**src/rtl/bitpacker_scheduler_if.sv**
```systemverilog
// Requester/bitpacker bundle for bitpacker_scheduler.
// Handshake: req_valid[i] offers a fragment; it is taken in a cycle where
// req_valid[i] && req_ready[i]. pk_valid has no ready (the bitpacker never stalls).
interface bitpacker_scheduler_if #(
    parameter int NUM_REQ = 3
);
    logic [NUM_REQ-1:0]    req_valid;
    logic [NUM_REQ-1:0]    req_ready;
    logic [32*NUM_REQ-1:0] req_data;
    logic [6*NUM_REQ-1:0]  req_length;
    logic                  pk_valid;
    logic [31:0]           pk_data;
    logic [5:0]            pk_length;

    modport master (
        output req_valid, req_data, req_length,
        input  req_ready, pk_valid, pk_data, pk_length
    );

    modport slave (
        input  req_valid, req_data, req_length,
        output req_ready, pk_valid, pk_data, pk_length
    );
endinterface

```
**src/rtl/bitpacker_scheduler.sv**
```systemverilog
// Round-robin arbiter and frame sequencer feeding one bitpacker port; pads each frame to a word.
// Optional macro BITPACKER_SCHED_LENGTH_CLAMP_EN clamps lengths > 32 and flags length_error.
module bitpacker_scheduler #(
    parameter int NUM_REQ    = 3,
    parameter int WORD_CNT_W = 16
) (
    input  logic                  clock,
    input  logic                  nreset,
    input  logic                  start,
    input  logic                  frame_end,
    bitpacker_scheduler_if.slave  bus,
    output logic                  busy,
    output logic                  frame_done,
    output logic [4:0]            bit_count,
    output logic [WORD_CNT_W-1:0] word_count,
    output logic                  length_error,
    output logic [1:0]            fsm_state
);
    localparam int IDX_W = $clog2(NUM_REQ);

    localparam logic [1:0] S_IDLE  = 2'd0;
    localparam logic [1:0] S_RUN   = 2'd1;
    localparam logic [1:0] S_FLUSH = 2'd2;
    localparam logic [1:0] S_DONE  = 2'd3;

    logic [1:0]       state;
    logic [IDX_W-1:0] rr_ptr;
    logic [IDX_W-1:0] grant_idx;
    logic [IDX_W-1:0] cand;
    logic             grant_any;
    logic [31:0]      sel_data;
    logic [5:0]       sel_len;
    logic [5:0]       acc_len;
    logic [5:0]       sum;
    logic [5:0]       fill_len;
    logic             pk_valid_q;
    logic [31:0]      pk_data_q;
    logic [5:0]       pk_length_q;

    function automatic logic [31:0] low_mask(input logic [5:0] len);
        if (len >= 6'd32) return '1;
        return (32'h1 << len[4:0]) - 32'h1;
    endfunction

    // Search starts one past the last winner so every requester gets a turn.
    always_comb begin
        grant_any = 1'b0;
        grant_idx = '0;
        cand      = '0;
        if (state == S_RUN && !frame_end) begin
            for (int k = 1; k <= NUM_REQ; k++) begin
                cand = IDX_W'((int'(rr_ptr) + k) % NUM_REQ);
                if (!grant_any && bus.req_valid[cand]) begin
                    grant_any = 1'b1;
                    grant_idx = cand;
                end
            end
        end
    end

    always_comb begin
        sel_data      = '0;
        sel_len       = '0;
        bus.req_ready = '0;
        for (int i = 0; i < NUM_REQ; i++) begin
            if (grant_idx == IDX_W'(i)) begin
                sel_data = bus.req_data[32*i +: 32];
                sel_len  = bus.req_length[6*i +: 6];
            end
            bus.req_ready[i] = grant_any && (grant_idx == IDX_W'(i));
        end
    end

`ifdef BITPACKER_SCHED_LENGTH_CLAMP_EN
    assign acc_len = (sel_len > 6'd32) ? 6'd32 : sel_len;

    always_ff @(posedge clock or negedge nreset) begin
        if (!nreset) begin
            length_error <= 1'b0;
        end else if (state == S_IDLE && start) begin
            length_error <= 1'b0;
        end else if (grant_any && sel_len > 6'd32) begin
            length_error <= 1'b1;
        end
    end
`else
    assign acc_len      = sel_len;
    assign length_error = 1'b0;
`endif

    assign sum      = {1'b0, bit_count} + acc_len;
    // Bits needed to reach the next word boundary; zero when already aligned.
    assign fill_len = {1'b0, 5'd0 - bit_count};

    always_ff @(posedge clock or negedge nreset) begin
        if (!nreset) begin
            state       <= S_IDLE;
            rr_ptr      <= IDX_W'(NUM_REQ - 1);
            pk_valid_q  <= 1'b0;
            pk_data_q   <= '0;
            pk_length_q <= '0;
            bit_count   <= '0;
            word_count  <= '0;
            frame_done  <= 1'b0;
        end else begin
            pk_valid_q <= 1'b0;
            frame_done <= 1'b0;
            case (state)
                S_IDLE: begin
                    if (start) begin
                        state      <= S_RUN;
                        bit_count  <= '0;
                        word_count <= '0;
                    end
                end
                S_RUN: begin
                    if (frame_end) begin
                        state <= S_FLUSH;
                    end else if (grant_any) begin
                        rr_ptr      <= grant_idx;
                        pk_valid_q  <= 1'b1;
                        pk_data_q   <= sel_data & low_mask(acc_len);
                        pk_length_q <= acc_len;
                        bit_count   <= sum[4:0];
                        word_count  <= word_count + WORD_CNT_W'(sum[5]);
                    end
                end
                S_FLUSH: begin
                    state <= S_DONE;
                    if (fill_len != 6'd0) begin
                        pk_valid_q  <= 1'b1;
                        pk_data_q   <= low_mask(fill_len);
                        pk_length_q <= fill_len;
                        bit_count   <= '0;
                        word_count  <= word_count + WORD_CNT_W'(1);
                    end
                end
                default: begin
                    frame_done <= 1'b1;
                    state      <= S_IDLE;
                end
            endcase
        end
    end

    assign bus.pk_valid  = pk_valid_q;
    assign bus.pk_data   = pk_data_q;
    assign bus.pk_length = pk_length_q;
    assign busy          = (state == S_RUN) || (state == S_FLUSH);
    assign fsm_state     = state;
endmodule

```
**src/flat_wrapper.sv**
```systemverilog
// flat-port wrapper written by rule: the top's interface ports become plain ports
module bitpacker_scheduler_flat 
#(
    parameter int NUM_REQ    = 3,
    parameter int WORD_CNT_W = 16
)
  (clock, nreset, start, frame_end, busy, frame_done, bit_count, word_count, length_error, fsm_state, bus_req_valid, bus_req_data, bus_req_length, bus_req_ready, bus_pk_valid, bus_pk_data, bus_pk_length);
  bitpacker_scheduler_if #(.NUM_REQ(NUM_REQ)) bus_i ();
  input  logic clock;
  input  logic nreset;
  input  logic start;
  input  logic frame_end;
  output logic busy;
  output logic frame_done;
  output logic [4:0] bit_count;
  output logic [WORD_CNT_W-1:0] word_count;
  output logic length_error;
  output logic [1:0] fsm_state;
  input wire logic [$bits(bus_i.req_valid)-1:0] bus_req_valid;
  input wire logic [$bits(bus_i.req_data)-1:0] bus_req_data;
  input wire logic [$bits(bus_i.req_length)-1:0] bus_req_length;
  output wire logic [$bits(bus_i.req_ready)-1:0] bus_req_ready;
  output wire logic [$bits(bus_i.pk_valid)-1:0] bus_pk_valid;
  output wire logic [$bits(bus_i.pk_data)-1:0] bus_pk_data;
  output wire logic [$bits(bus_i.pk_length)-1:0] bus_pk_length;
  assign bus_i.req_valid = bus_req_valid;
  assign bus_i.req_data = bus_req_data;
  assign bus_i.req_length = bus_req_length;
  assign bus_req_ready = bus_i.req_ready;
  assign bus_pk_valid = bus_i.pk_valid;
  assign bus_pk_data = bus_i.pk_data;
  assign bus_pk_length = bus_i.pk_length;
  bitpacker_scheduler #(.NUM_REQ(NUM_REQ), .WORD_CNT_W(WORD_CNT_W)) u_core (.clock(clock), .nreset(nreset), .start(start), .frame_end(frame_end), .bus(bus_i), .busy(busy), .frame_done(frame_done), .bit_count(bit_count), .word_count(word_count), .length_error(length_error), .fsm_state(fsm_state));
endmodule
```
**config.mk**
```make
export PLATFORM = sky130hd
export DESIGN_NAME = bitpacker_scheduler_flat
export DESIGN_NICKNAME = d
export VERILOG_FILES = /design/src/rtl/bitpacker_scheduler_if.sv /design/src/rtl/bitpacker_scheduler.sv /design/src/flat_wrapper.sv
export SDC_FILE = /design/constraint.sdc
export NUM_CORES = 1
export LEC_CHECK = 0
export BUFFER_PORTS_ARGS = -buffer_cell sky130_fd_sc_hd__buf_2
export CORE_MARGIN = 2
export CORE_UTILIZATION = 45
export DETAILED_ROUTE_END_ITERATION = 8
export PLACE_DENSITY = 0.72
export SETUP_SLACK_MARGIN = 0.3
export SLEW_MARGIN = 20
export SYNTH_ARGS = -nofsm -noshare
export SYNTH_HDL_FRONTEND = slang
export SYNTH_SLANG_ARGS = --single-unit
```
**constraint.sdc**
```tcl
create_clock -name clock -period 6.85 [get_ports clock]
set_clock_uncertainty 0.05 [all_clocks]
set_input_delay 0.685 -clock clock [delete_from_list [all_inputs] [get_ports clock]]
set_output_delay 0.685 -clock clock [all_outputs]
set_load 0.005 [all_outputs]
```
=== Word-level counts from Yosys, hierarchy flattened ===
Cells that the tools add are included.

* Register bits: 65
* Bits of input ports: 121
* Output and inout bits: 68
* Word-level logic and storage cells: 120

* $add $sub $neg: 9
* Div/mod/pow operators: 3
* $lt $le $gt $ge: 5
* Equality and inequality tests: 9
* Shifts and indexed selects: 2
* Multiplexer cells: 62
* Bitwise logic cells: 2
* Reduce and logical (&&, ||, !) cells: 20

{| class="wikitable"
|+ Operators by type and width
! kind !! count
|-
| two-way mux 32 bit || 13
|-
| modulo 32 x 3 -> 32 bit, second input constant || 3
|-
| two-way mux 16 bit || 4
|-
| case mux 32 bit (2 select lines) || 1
|-
| left shift 1 x 5 -> 32 bit, first input constant || 2
|-
| subtractor 32 x 1 -> 32 bit, second input constant || 2
|-
| case mux 16 bit (3 select lines) || 1
|-
| two-way mux 6 bit || 6
|-
| AND 32 bit || 1
|-
| two-way mux 1 bit || 20
|-
| two-way mux 5 bit || 4
|-
| adder 16 x 1 -> 16 bit || 1
|-
| adder 16 x 1 -> 16 bit, second input constant || 1
|-
| case mux 5 bit (3 select lines) || 1
|-
| two-way mux 2 bit || 6
|-
| case mux 6 bit (2 select lines) || 1
|-
| less-than comparator 2 x 3 -> 1 bit, second input constant || 3
|-
| adder 2 x 2 -> 3 bit, second input constant || 2
|-
| adder 5 x 6 -> 6 bit || 1
|-
| binary-select mux 1 bit (select 2 bit) || 3
|-
| greater-or-equal comparator 5 x 6 -> 1 bit, second input constant || 1
|-
| greater-or-equal comparator 6 bit, second input constant || 1
|-
| logical AND 1 bit || 6
|-
| inequality test 2 bit, second input constant || 3
|-
| 19 further kinds || 25
|}

=== Depth between registers and ports, before layout ===
Gate-level depths: netlist of the first run.

* Depth in word-level cells: 31
* Depth in mapped cells: 24
* Gate-level depth less buffers: 22

=== Worst setup path before layout of the first run ===
No wires, ideal clock.

* Kind: register to register
* Start point: register u_core.rr_ptr[1]
* End point: register u_core.word_count[12]
* Setup time: 0.132 ns
* Arrival: 4.651 ns
* Data required time: 6.668 ns
* Setup slack: 2.017 ns
* Stages on the path, launching flop included: 23
* Buffers on the path: 2
* Period minus slack after synthesis: 4.833 ns
* Cell sequence: dfstp_2 -> ha_1 -> nor2b_1 -> o21ai_1 -> nand4_1 -> a21o_1 -> buf_2 -> a31oi_1 -> clkbuf_1 -> ha_1 -> a21o_1 -> a21o_1 -> a21o_1 -> a21oi_1 -> xnor2_1 -> nand2_1 -> ha_1 -> ha_1 -> and3_1 -> nor3b_1 -> nand4_1 -> xor2_1 -> nor2_1

* Word-level cells in the longest chain between the ends: 23
* Elaborated cells between the ends (all ways): 39
* Those cells by class: 5 x add/sub; 3 x div; 3 x eq/ne; 22 x mux; 6 x reduce/logical

{| class="wikitable"
|+ RTL lines
! element !! RTL line !! source
|-
| from (decl) || bitpacker_scheduler.sv:27 || <nowiki>logic [IDX_W-1:0] rr_ptr;</nowiki>
|-
| from (signal assigned) || bitpacker_scheduler.sv:98 || <nowiki>rr_ptr <= IDX_W'(NUM_REQ - 1);</nowiki>
|-
| from (signal assigned) || bitpacker_scheduler.sv:120 || <nowiki>rr_ptr <= grant_idx;</nowiki>
|-
| adder 2 x 1 -> 3 bit || bitpacker_scheduler.sv:52 || <nowiki>cand = IDX_W'((int'(rr_ptr) + k) % NUM_REQ);</nowiki>
|-
| modulo 32 x 3 -> 32 bit || bitpacker_scheduler.sv:52 ||
|-
| binary-select mux 1 bit (select 2 bit) || bitpacker_scheduler.sv:53 || <nowiki>if (!grant_any && bus.req_valid[cand]) begin</nowiki>
|-
| two-way mux 1 bit (implied by the code) || bitpacker_scheduler.sv:53 ||
|-
| two-way mux 1 bit || bitpacker_scheduler.sv:53 ||
|-
| two-way mux 1 bit || bitpacker_scheduler.sv:50 || <nowiki>if (state == S_RUN && !frame_end) begin</nowiki>
|-
| logical NOT 1 bit || bitpacker_scheduler.sv:53 ||
|-
| logical AND 1 bit || bitpacker_scheduler.sv:53 ||
|-
| [... 5 more ...] || -- ||
|-
| two-way mux 2 bit || bitpacker_scheduler.sv:50 ||
|-
| logical NOT 2 bit || bitpacker_scheduler.sv:66 || <nowiki>if (grant_idx == IDX_W'(i)) begin</nowiki>
|-
| two-way mux 6 bit (3 in series) || bitpacker_scheduler.sv:66 ||
|-
| adder 5 x 6 -> 6 bit || bitpacker_scheduler.sv:91 || <nowiki>assign sum = {1'b0, bit_count} + acc_len;</nowiki>
|-
| adder 16 x 1 -> 16 bit || bitpacker_scheduler.sv:125 || <nowiki>word_count <= word_count + WORD_CNT_W'(sum[5]);</nowiki>
|-
| two-way mux 16 bit || bitpacker_scheduler.sv:119 || <nowiki>end else if (grant_any) begin</nowiki>
|-
| two-way mux 16 bit || bitpacker_scheduler.sv:117 || <nowiki>if (frame_end) begin</nowiki>
|-
| case mux 16 bit (3 select lines) || bitpacker_scheduler.sv:108 || <nowiki>case (state)</nowiki>
|-
| to (signal assigned) || bitpacker_scheduler.sv:125 ||
|-
| to (signal assigned) || bitpacker_scheduler.sv:135 || <nowiki>word_count <= word_count + WORD_CNT_W'(1);</nowiki>
|-
| to (decl) || bitpacker_scheduler.sv:15 || <nowiki>output logic [WORD_CNT_W-1:0] word_count,</nowiki>
|}

Parallel ways exist; a longest one is shown, timed or not. The select of a mux whose other input is x is not followed.
A chain may end at the register's enable or synchronous reset.

=== Final worst setup path of the first run ===
* Start point: register u_core.rr_ptr[0]
* End point: register u_core.word_count[12]

Same word-level chain as after synthesis.

==> qor.csv, run 1 <==
metric,value,unit
portBuffers,187,
cpMaxStageDelayCell,a221oi_4,
avgSynthCellArea,7.77,µm²
cts_buffers,9,
n_antenna_cell,0,
use_met3,0.0664,
seq_area_frac_synth,0.281,
async_reset_ff_frac,1.00,
worstPathMaxFanout,30,
worstPathRequired,7.00,ns
grt-busiest-layer,met2,
whs,0.417,ns
layout_commonest_cell,buf_2,
hold_violations,0,
dpl_cell_area,0.00678,mm²
drv_slew,0,
postRouteAntennaNets,0,
max_clock_freq,0.168,GHz
stdcell_area,0.00713,mm²
worst_pin_slew,0.969,ns
setup_tns,0,ns
ios,189,
most-common-layout-cells,"187 x buf_2, 102 x nand2_1, 68 x nor2_1",
synth_top_area_share,0.276,
synth_warnings,0,
fin_crit_sh,0.869,
vdd_drop_max,0.313,mV
period_needed,5.95,ns
ys_types,82,
grt.total_usage,0.286,
setup_viol,0,
die_h,117,µm
worstSetupPathType,reg2reg,
cts-resized-gates,0,
die_x,117,µm
clock-sinks,65,
drv_cap,0,
area_delta_synth_final,22.9,%
grt_max_degree,66,
place_hpwl,15000,µm
initial_core_util,0.459,
netlist_instances,746,
hold_path.class,reg2reg,
synth_edf_count,0,
worstSetupEndpointType,flip-flop,
grt_pass1_vias,6056,
cts_root_buf,clkbuf_16,
worst_setup_path_start_kind,flip-flop,
avgViaCountPerCell,6.09,
routed_wl,20000,µm
post_cts_buffers,0,
yosysTopAreaCell,dfrtp_1,
htreeDepth,3,
firstDrtPassIters,7,
powerDensity,539,mW/mm²
grt_util_met2,0.446,
drt_iter0_markers,743,
dieArea,0.0138,mm²
path_clk_slew,0.06,ns
final_nets,1042,
ys_top_cells_by_area,"dfrtp_1 28%, nand2_1 6.6%, ha_1 5.0%, nor2_1 4.4%, o21ai_0 4.3%",
vias,6542,
grt_pass1_wl,31900,µm
hold_buffers,0,
rows,41,
syn_area,0.00580,mm²
core_area,0.0126,mm²
crit_chain,inv_1 -> ha_1 -> nor2b_1 -> o21ai_1 -> nand4_1 -> a21o_1 -> inv_2 -> a221oi_4 -> inv_2 -> ha_1 -> a21o_1 -> a21o_1 -> a21oi_1 -> xnor2_1 -> nand2_1 -> ha_1 -> ha_1 -> and3_1 -> nor3b_1 -> nand4_1 -> xor2_1 -> nor2_1,
critical_path.max_stage_delay,0.65,ns
yosys_register_bits,65,
dp.cells,1058,
run_status,completed,
grt_overflow_total,0,
leakage,0.00334,µW
rsz0062_at_grt,false,
postLayoutSetupSlackWorst,0.898,ns
synth_ff_type,dfrtp_1,
place.gp.congestion,0.970,
global_route.usage.met1,0.388,
clock_latency,0.34,ns
slew_headroom,0.351,
wl_per_cell,18.6,µm
arrival,6.10,ns
cpMostUsedCell,ha_1,
remaining_drc_errors,0,
syn_nets,891,
antenna_found_initial,0,
final_cells,1074,
cts_tree,done,
drive_gt1_frac,0.256,
pre_cts_ws,0.956,ns
clock_path_buffers,2,
==> metal layers <==
layer	vias up	share of wire
met3	43	0.10
met1	3044	0.42
met5	-	0
met2	372	0.45
met4	0	0.029
li1	3083	-
==> worst max-delay path, delay by kind of cell, from the launching register on <==
| kind | cells | cell delay (ns) |
|---|---|---|
| flops | 1 | 0.40 |
| compound gates | 6 | 1.84 |
| xor+xnor | 2 | 0.25 |
| fa+ha+maj | 4 | 1.13 |
| buf+inv | 3 | 0.67 |
| simple gates | 7 | 1.45 |
==> state kept, by name (all words and copies together), names as in the netlist <==
name and count:
u_core.frame_done 1, u_core.bit_count 5, u_core.fsm_state 2, u_core.rr_ptr 2, u_core.bus.pk_length 6, u_core.bus.pk_data 32, u_core.word_count 16, u_core.bus.pk_valid 1
==> logic make-up after synthesis <==
| group | count (synthesis) | synth area share |
|---|---|---|
| AND/OR/NAND/NOR | 273 | 0.217 |
| AO/OA/AOI/OAI | 256 | 0.318 |
| buffers and inverters | 81 | 0.0563 |
| flip-flops | 65 | 0.281 |
| XOR/XNOR | 26 | 0.0393 |
| adder cells (fa/ha/maj) | 24 | 0.0531 |
| multiplexers | 20 | 0.0350 |
| other | 1 | 0.000647 |
==> path summary, 6_finish.rpt <==
path,start,slack [ns],cells after the start,end
setup reg to reg,u_core.rr_ptr[0]$_DFFE_PN0P_,0.90,22,u_core.word_count[12]$_DFFE_PN0P_
min in group asynchronous,nreset,0.48,2,u_core.bus.pk_length[5]$_DFFE_PN0P_
setup / recovery,u_core.rr_ptr[0]$_DFFE_PN0P_,0.90,22,u_core.word_count[12]$_DFFE_PN0P_
hold reg to reg,u_core.bus.pk_data[1]$_DFFE_PN0P_,0.42,2,u_core.bus.pk_data[1]$_DFFE_PN0P_
max in group asynchronous,nreset,5.70,2,u_core.bit_count[2]$_DFFE_PN0P_
hold / removal,u_core.bus.pk_data[1]$_DFFE_PN0P_,0.42,2,u_core.bus.pk_data[1]$_DFFE_PN0P_
==> cell usage after synthesis, drive strengths merged (18+ instances only) <==
cell type	number
nand2	102
nand3	21
mux2i	18
ha	23
nor2	70
dfrtp	64
a21oi	34
inv	25
o21ai	71
a222oi	24
clkbuf	40
a31oi	19
==> final cells by class <==
class / count / area [µm²]
Clock buffer: 10 / 229
Clock inverter: 6 / 115
Fill cell: 1242 / 5490
Inverter: 25 / 93.8
Multi-Input combinational cell: 600 / 3840
Sequential cell: 65 / 1630
Tap cell: 172 / 215
Timing Repair Buffer: 196 / 1000
==> power by group <==
group / internal, µW / switching (µW)
Combinational: 950 / 1670
Sequential: 535 / 138
Clock: 358 / 185
Total: 1840 / 2000
==> stage by stage <==
stage | utilization | total power [µW]
floorplan | - | 2470
global placement | 0.537 | 3220
detailed placement | 0.537 | 3220
CTS | 0.565 | 3780
global route | 0.565 | 4130
finish | 0.565 | 3840
(Power assumes the default switching activity.)
==> run 2: changes to the inputs <==
--- a/config.mk
+++ b/config.mk
@@ -6,10 +6,13 @@
 export NUM_CORES = 1
 export LEC_CHECK = 0
 export BUFFER_PORTS_ARGS = -buffer_cell sky130_fd_sc_hd__buf_2
+export CELL_PAD_IN_SITES_DETAIL_PLACEMENT = 1
+export CELL_PAD_IN_SITES_GLOBAL_PLACEMENT = 1
 export CORE_MARGIN = 2
-export CORE_UTILIZATION = 45
+export CORE_UTILIZATION = 37
 export DETAILED_ROUTE_END_ITERATION = 8
-export PLACE_DENSITY = 0.72
+export PLACE_DENSITY_LB_ADDON = 0.1
+export REMOVE_ABC_BUFFERS = 1
 export SETUP_SLACK_MARGIN = 0.3
 export SLEW_MARGIN = 20
 export SYNTH_ARGS = -nofsm -noshare
==> run 2 against run 1 <==
Compared with the run above:
- core utilization decreased by 9.6 points
- routed wire length increased by 26%
- cell count increased by 4.1%
- combinational power increased by 6%
- die area increased by 21%
- worst setup slack improved by 0.22 ns
- final area increased by 0.28%
- via count increased by 3.3%
- clock power decreased by 19%
- critical path type unchanged
- largest cell class unchanged
- largest power group unchanged
==> qor.csv, run 2 (same netlist as run 1, synthesis figures left out) <==
metric,value,unit,change
run_status,completed,,unchanged
largest_register_ffs,32,,unchanged
grt_overflow_total,0,,unchanged
most-common-layout-cells,"187 x buf_2, 101 x nand2_1, 68 x nor2_1",,"was 187 x buf_2, 102 x nand2_1, 68 x nor2_1"
period_needed,5.73,ns,was 5.95 ns
drive_gt1_frac,0.260,,was 0.256
grt_pass1_wl,38100,µm,was 31900 µm
rr_startpoint,u_core.rr_ptr[1]$_DFFE_PN1P_,,was u_core.rr_ptr[0]$_DFFE_PN0P_
antenna_found_initial,0,,unchanged
cp_num_cells,22,,unchanged
max_clock_freq,0.175,GHz,was 0.168 GHz
vdd_drop_max,0.287,mV,was 0.313 mV
hold_path.class,reg2reg,,unchanged
firstDrtPassIters,8,,was 7
area_delta_synth_final,23.3,%,was 22.9%
post-route-util,0.468,,was 0.565
path_clk_slew,0.06,ns,about the same
cts_buffers,9,,unchanged
rows,45,,was 41
powerDensity,547,mW/mm²,was 539 mW/mm²
wl_per_cell,22.6,µm,was 18.6 µm
arrival,5.89,ns,was 6.10 ns
crit_end,u_core.word_count[14]$_DFFE_PN0P_,,was u_core.word_count[12]$_DFFE_PN0P_
htreeDepth,3,,unchanged
initial_core_util,0.380,,was 0.459
setup_viol,0,,unchanged
cpMostUsedCell,ha_1,,unchanged
cpMaxStageDelayCell,a221oi_4,,unchanged
grt_pass1_vias,6682,,was 6056
avgViaCountPerCell,6.04,,was 6.09
core_area,0.0153,mm²,was 0.0126 mm²
clock-sinks,65,,unchanged
portBuffers,187,,unchanged
crit_start,u_core.rr_ptr[1]$_DFFE_PN1P_,,was u_core.rr_ptr[0]$_DFFE_PN0P_
postRouteAntennaNets,0,,unchanged
cts_root_buf,clkbuf_16,,unchanged
hold_depth,2,,unchanged
crit_buf_inv,3,,unchanged
layout_commonest_cell,buf_2,,unchanged
whs,0.420,ns,was 0.417 ns
leakage,0.00332,µW,was 0.00334 µW
worstSetupPathType,reg2reg,,unchanged
place.gp.congestion,0.966,,was 0.970
worstSetupEndpointType,flip-flop,,unchanged
cts_tree,done,,unchanged
crit_chain,ha_1 -> nor2b_1 -> o21ai_1 -> nand4_1 -> a21o_1 -> buf_4 -> inv_2 -> a221oi_4 -> inv_2 -> ha_1 -> a21o_1 -> a21o_1 -> a21oi_1 -> xnor2_1 -> nand2_1 -> ha_1 -> ha_1 -> and3_1 -> nor3b_1 -> nand4_1 -> xor2_1 -> nor2_1,,was inv_1 -> ha_1 -> nor2b_1 -> o21ai_1 -> nand4_1 -> a21o_1 -> inv_2 -> a221oi_4 -> inv_2 -> ha_1 -> a21o_1 -> a21o_1 -> a21oi_1 -> xnor2_1 -> nand2_1 -> ha_1 -> ha_1 -> and3_1 -> nor3b_1 -> nand4_1 -> xor2_1 -> nor2_1
hold_buffers,0,,unchanged
dieArea,0.0167,mm²,was 0.0138 mm²
cts-resized-gates,0,,unchanged
reg2reg_setup_slack,1.12,ns,was 0.90 ns
fin_crit_sh,0.837,,was 0.869
grt_max_degree,66,,unchanged
final_nets,1047,,was 1042
worst_setup_path_start_kind,flip-flop,,unchanged
vias,6756,,was 6542
slew_headroom,0.227,,was 0.351
rsz0062_at_grt,false,,unchanged
grt.total_usage,0.298,,was 0.286
setup_tns,0,ns,unchanged
worstPathMaxFanout,17,,was 30
worstPathRequired,7.01,ns,was 7.00 ns
ios,189,,unchanged
post_cts_buffers,0,,unchanged
die_x,129,µm,was 117 µm
clock_latency,0.34,ns,about the same
n_antenna_cell,0,,unchanged
remaining_drc_errors,0,,unchanged
clock_path_buffers,2,,unchanged
worst_pin_slew,1.15,ns,was 0.969 ns
critical_path.max_stage_delay,0.64,ns,was 0.65 ns
rr_endpoint,u_core.word_count[14]$_DFFE_PN0P_,,was u_core.word_count[12]$_DFFE_PN0P_
drv_cap,0,,unchanged
hold_violations,0,,unchanged
ff2ff_path_depth,22,,unchanged
die_h,129,µm,was 117 µm
critPathTopFamily,compound AO/OA/AOI/OAI gates,,unchanged
drt_iter0_markers,652,,was 743
routed_wl,25300,µm,was 20000 µm
place_hpwl,19300,µm,was 15000 µm
drv_slew,0,,unchanged
==> run 2: final cells by class <==
type	count	area [µm²]
fill	1973	8110
timing repair buffer	201	1040
sequential	65	1630
clock buffer	12	246
multi-input combinational	600	3840
tap	211	264
clock inverter	4	28.8
inverter	25	93.8
==> run 2: stage by stage <==
| stage | std cells | cell area [µm²] | power [µW] | setup WS [ns] |
|---|---|---|---|---|
| detailed placement | 1102 | 6870 | 3420 | 1.25 |
| finish | 1118 | 7150 | 3910 | 1.12 |
| global route | 1118 | 7150 | 4190 | 0.650 |
| floorplan | 690 | 5560 | 2400 | 1.22 |
| global placement | 1102 | 6870 | 3350 | 1.43 |
| CTS | 1118 | 7150 | 3880 | 1.21 |
==> run 2: power by group <==
part / switching, µW / internal [µW] / total [µW]
clock: 183 / 255 / 438
sequential: 149 / 535 / 684
combinational: 1830 / 960 / 2790
total: 2160 / 1750 / 3910
==> run 2: worst min-delay path by stage <==
stage	startpoint	slack [ns]	to
2_1_floorplan	nreset	0.34	u_core.bit_count[0]$_DFFE_PN0P_
3_3_place_gp	u_core.bus.pk_data[11]$_DFFE_PN0P_	0.40	u_core.bus.pk_data[11]$_DFFE_PN0P_
3_5_place_dp	u_core.bus.pk_data[31]$_DFFE_PN0P_	0.42	u_core.bus.pk_data[31]$_DFFE_PN0P_
4_1_cts	u_core.bus.pk_data[31]$_DFFE_PN0P_	0.43	u_core.bus.pk_data[31]$_DFFE_PN0P_
5_1_grt	u_core.bus.pk_length[4]$_DFFE_PN0P_	0.47	u_core.bus.pk_length[4]$_DFFE_PN0P_
6_report	u_core.bus.pk_data[31]$_DFFE_PN0P_	0.42	u_core.bus.pk_data[31]$_DFFE_PN0P_
==> run 2: metal layers <==
metal | wire, µm | global-route usage | up-vias
li1 | - | - | 3088
met1 | 11000 | 0.391 | 3333
met2 | 12200 | 0.508 | 291
met3 | 1390 | 0.0429 | 44
met4 | 648 | 0.0953 | 0
met5 | 0 | 0 | -
==> run 2: worst reg2reg max path, stage by stage (launching register included) <==
cell and delay, ns:
dfstp_2 0.56, ha_1 0.31, nor2b_1 0.26, o21ai_1 0.21
nand4_1 0.23, a21o_1 0.15, buf_4 0.24, inv_2 0.15
a221oi_4 0.64, inv_2 0.22, ha_1 0.38, a21o_1 0.19
a21o_1 0.17, a21oi_1 0.17, xnor2_1 0.10, nand2_1 0.09
ha_1 0.18, ha_1 0.18, and3_1 0.19, nor3b_1 0.48
nand4_1 0.19, xor2_1 0.17, nor2_1 0.05
==> run 3: changes to the inputs <==
--- a/config.mk
+++ b/config.mk
@@ -5,6 +5,7 @@
 export SDC_FILE = /design/constraint.sdc
 export NUM_CORES = 1
 export LEC_CHECK = 0
+export ABC_AREA = 1
 export BUFFER_PORTS_ARGS = -buffer_cell sky130_fd_sc_hd__buf_2
 export CELL_PAD_IN_SITES_DETAIL_PLACEMENT = 1
 export CELL_PAD_IN_SITES_GLOBAL_PLACEMENT = 1
==> constraint.sdc (replaced) <==
create_clock -name clock -period 5.3 [get_ports clock]
set_clock_uncertainty 0.05 [all_clocks]
set_input_delay 0.53 -clock clock [delete_from_list [all_inputs] [get_ports clock]]
set_output_delay 0.53 -clock clock [all_outputs]
set_load 0.005 [all_outputs]
==> run 3 against run 2 <==
Compared with the run above:
- sequential power grew 20%
- die area grew 12%
- critical path type unchanged
- total power grew 41%
- synthesized cell count grew 37%
==> qor.csv, run 3 <==
metric,value,unit,change
run_status,completed,,unchanged
crit_start,u_core.rr_ptr[1]$_DFFE_PN1P_,,unchanged
drive_gt1_frac,0.287,,was 0.260
synth_edf_count,0,,unchanged
ys_top_cells_by_area,"dfrtp_1 24%, nand2_1 16%, nand3_1 8.8%, nor2_1 6.6%, inv_1 5.3%",,"was dfrtp_1 28%, nand2_1 6.6%, ha_1 5.0%, nor2_1 4.4%, o21ai_0 4.3%"
htreeDepth,3,,unchanged
die_x,137,µm,was 129 µm
ios,189,,unchanged
place_hpwl,19600,µm,was 19300 µm
max_clock_freq,0.211,GHz,was 0.175 GHz
core_area,0.0173,mm²,was 0.0153 mm²
setup_tns,0,ns,unchanged
cp_num_cells,30,,was 22
routed_wl,26000,µm,was 25300 µm
grt_overflow_total,0,,unchanged
cts_tree,done,,unchanged
intPower,2420,µW,was 1750 µW
path_clk_slew,0.07,ns,was 0.06 ns
drv_cap,0,,unchanged
rr_endpoint,u_core.word_count[12]$_DFFE_PN0P_,,was u_core.word_count[14]$_DFFE_PN0P_
drt_iter0_markers,383,,was 652
worst_setup_path_start_kind,flip-flop,,unchanged
area_delta_synth_final,26.8,%,was 23.3%
hold_violations,0,,unchanged
clock_path_buffers,2,,unchanged
critPathTopFamily,simple AND/OR/NAND/NOR gates,,was compound AO/OA/AOI/OAI gates
grt.total_usage,0.275,,was 0.298
crit_buf_inv,3,,unchanged
sw_frac_of_total,0.560,,was 0.553
grt_pass1_wl,39600,µm,was 38100 µm
worstSetupPathType,reg2reg,,unchanged
clock-sinks,65,,unchanged
portBuffers,187,,unchanged
grt_pass1_vias,7447,,was 6682
yosys_register_bits,65,,unchanged
dieArea,0.0188,mm²,was 0.0167 mm²
setup_viol,0,,unchanged
hold_path.class,in2async,,was reg2reg
async_reset_ff_frac,1.00,,unchanged
slew_headroom,0.307,,was 0.227
synth_ff_type,dfrtp_1,,unchanged
yosysMostFrequentCell,nand2_1,,unchanged
die_h,137,µm,was 129 µm
post-route-util,0.479,,was 0.468
n_antenna_cell,0,,unchanged
crit_end,u_core.word_count[12]$_DFFE_PN0P_,,was u_core.word_count[14]$_DFFE_PN0P_
cpMaxStageDelayCell,dfstp_2,,was a221oi_4
most-common-layout-cells,"277 x nand2_1, 187 x buf_2, 113 x nand3_1",,"was 187 x buf_2, 101 x nand2_1, 68 x nor2_1"
place.gp.congestion,0.923,,was 0.966
pwr-share-comb,0.733,,was 0.713
worstSetupEndpointType,flip-flop,,unchanged
cpMostUsedCell,nand2_1,,was ha_1
p_sw,3090,µW,was 2160 µW
layout_commonest_cell,nand2_1,,was buf_2
avgSynthCellArea,6.41,µm²,was 7.77 µm²
synth_warnings,0,,unchanged
ys_top_cells_by_count,"278 x nand2_1, 115 x nand3_1, 115 x nor2_1",,"was 102 x nand2_1, 68 x nor2_1, 64 x dfrtp_1"
rsz0062_at_grt,false,,unchanged
clock_latency,0.35,ns,was 0.34 ns
leakage,0.00440,µW,was 0.00332 µW
reg2reg_setup_slack,0.56,ns,was 1.12 ns
netlist_instances,1020,,was 746
vias,7614,,was 6756
wl_per_cell,18.0,µm,was 22.6 µm
grt_max_degree,66,,unchanged
cts_root_buf,clkbuf_16,,unchanged
initial_core_util,0.378,,was 0.380
powerDensity,664,mW/mm²,was 547 mW/mm²
worstPathRequired,5.50,ns,was 7.01 ns
seq_area_frac_synth,0.249,,was 0.281
avgViaCountPerCell,5.27,,was 6.04
postRouteAntennaNets,0,,unchanged
fin_crit_sh,0.894,,was 0.837
remaining_drc_errors,0,,unchanged
cts_buffers,9,,unchanged
worstPathMaxFanout,6,,was 17
arrival,4.93,ns,was 5.89 ns
yosysTopAreaCell,dfrtp_1,,unchanged
worst_pin_slew,1.04,ns,was 1.15 ns
final_nets,1361,,was 1047
rr_startpoint,u_core.rr_ptr[1]$_DFFE_PN1P_,,unchanged
ff2ff_path_depth,30,,was 22
ys_types,58,,was 82
drv_slew,0,,unchanged
synth_top_area_share,0.245,,was 0.276
antenna_found_initial,0,,unchanged
power_frac_seq,0.149,,was 0.175
hold_buffers,0,,unchanged
vdd_drop_max,0.305,mV,was 0.287 mV
power.share.clock,0.118,,was 0.112
syn_area,0.00654,mm²,was 0.00580 mm²
period_needed,4.74,ns,was 5.73 ns
rows,48,,was 45
firstDrtPassIters,4,,was 8
largest_register_ffs,32,,unchanged
critical_path.max_stage_delay,0.58,ns,was 0.64 ns
==> run 3: changes by cell type after synthesis, sizes merged, moves of 9 or more <==
cell,previous run,this run
a21o,12,0
a21oi,34,56
a221oi,9,0
a222oi,24,0
and3,14,2
clkbuf,40,24
inv,25,106
mux2i,18,0
nand2,102,300
nand3,21,133
nor2,70,137
o21ai,71,56
==> run 3: logic make-up (layout without fill, tap and decap cells) <==
family	count (synthesis)	count (layout)	synth area share
and+or+nand+nor	612	612	0.453
AOI/OAI and AO/OA	160	160	0.140
buffers and inverters	145	346	0.0890
DFF	65	65	0.249
adders and majority gates	24	24	0.0471
xor gates and xnor gates	13	13	0.0209
other	1	1	0.000574
==> run 3: timing repair <==
| item | 4_1_cts | 5_1_grt |
|---|---|---|
| endpoints found under the setup margin | 4 | 8 |
| pin swaps | 1 | 15 |
| gates resized for setup | 5 | 24 |
| setup buffers | 3 | 21 |
==> run 3: cell type report <==
| type | count | area, µm² |
|---|---|---|
| Multi-Input combinational cell | 810 | 4460 |
| Tap cell | 225 | 282 |
| Sequential cell | 65 | 1630 |
| Inverter | 107 | 404 |
| Clock buffer | 9 | 225 |
| Clock inverter | 7 | 83.8 |
| Timing Repair Buffer | 223 | 1210 |
| Fill cell | 2390 | 9000 |
==> run 3: worst min-delay path by stage <==
stage / endpoint
floorplan: u_core.bit_count[0]$_DFFE_PN0P_
global route: u_core.bus.pk_data[27]$_DFFE_PN0P_
CTS: u_core.bus.pk_data[10]$_DFFE_PN0P_
global placement: u_core.bus.pk_data[13]$_DFFE_PN0P_
detailed placement: u_core.bus.pk_data[8]$_DFFE_PN0P_
finish: u_core.bus.pk_data[10]$_DFFE_PN0P_
==> run 3: layer usage <==
| layer | part of all wire | routed length [µm] | GRT usage |
|---|---|---|---|
| met4 | 0.033 | 855 | 0.120 |
| met5 | 0 | 0 | 0 |
| met3 | 0.062 | 1620 | 0.0419 |
| met1 | 0.43 | 11200 | 0.348 |
| met2 | 0.48 | 12400 | 0.463 |
==> run 3: power by group through the flow <==
stage               logic (µW)  clock network [µW]  registers (µW)
detailed placement        3840                   0             826
floorplan                 2600                   0             824
global placement          3760                   0             822
CTS                       3890                 661             818
global route              4510                 682             847
finish                    4040                 650             821
==> run 3: metrics by stage <==
step	area (µm²)	hold slack (ns)	worst slack (ns)	std cells	power, µW
2_1_floorplan	6360	0.184	0.422	982	3420
3_3_place_gp	7680	0.411	0.377	1406	4580
3_5_place_dp	7680	0.417	0.00875	1406	4660
4_1_cts	8030	0.386	0.326	1425	5370
5_1_grt	8290	0.411	0.203	1446	6040
6_report	8290	0.341	0.562	1446	5510
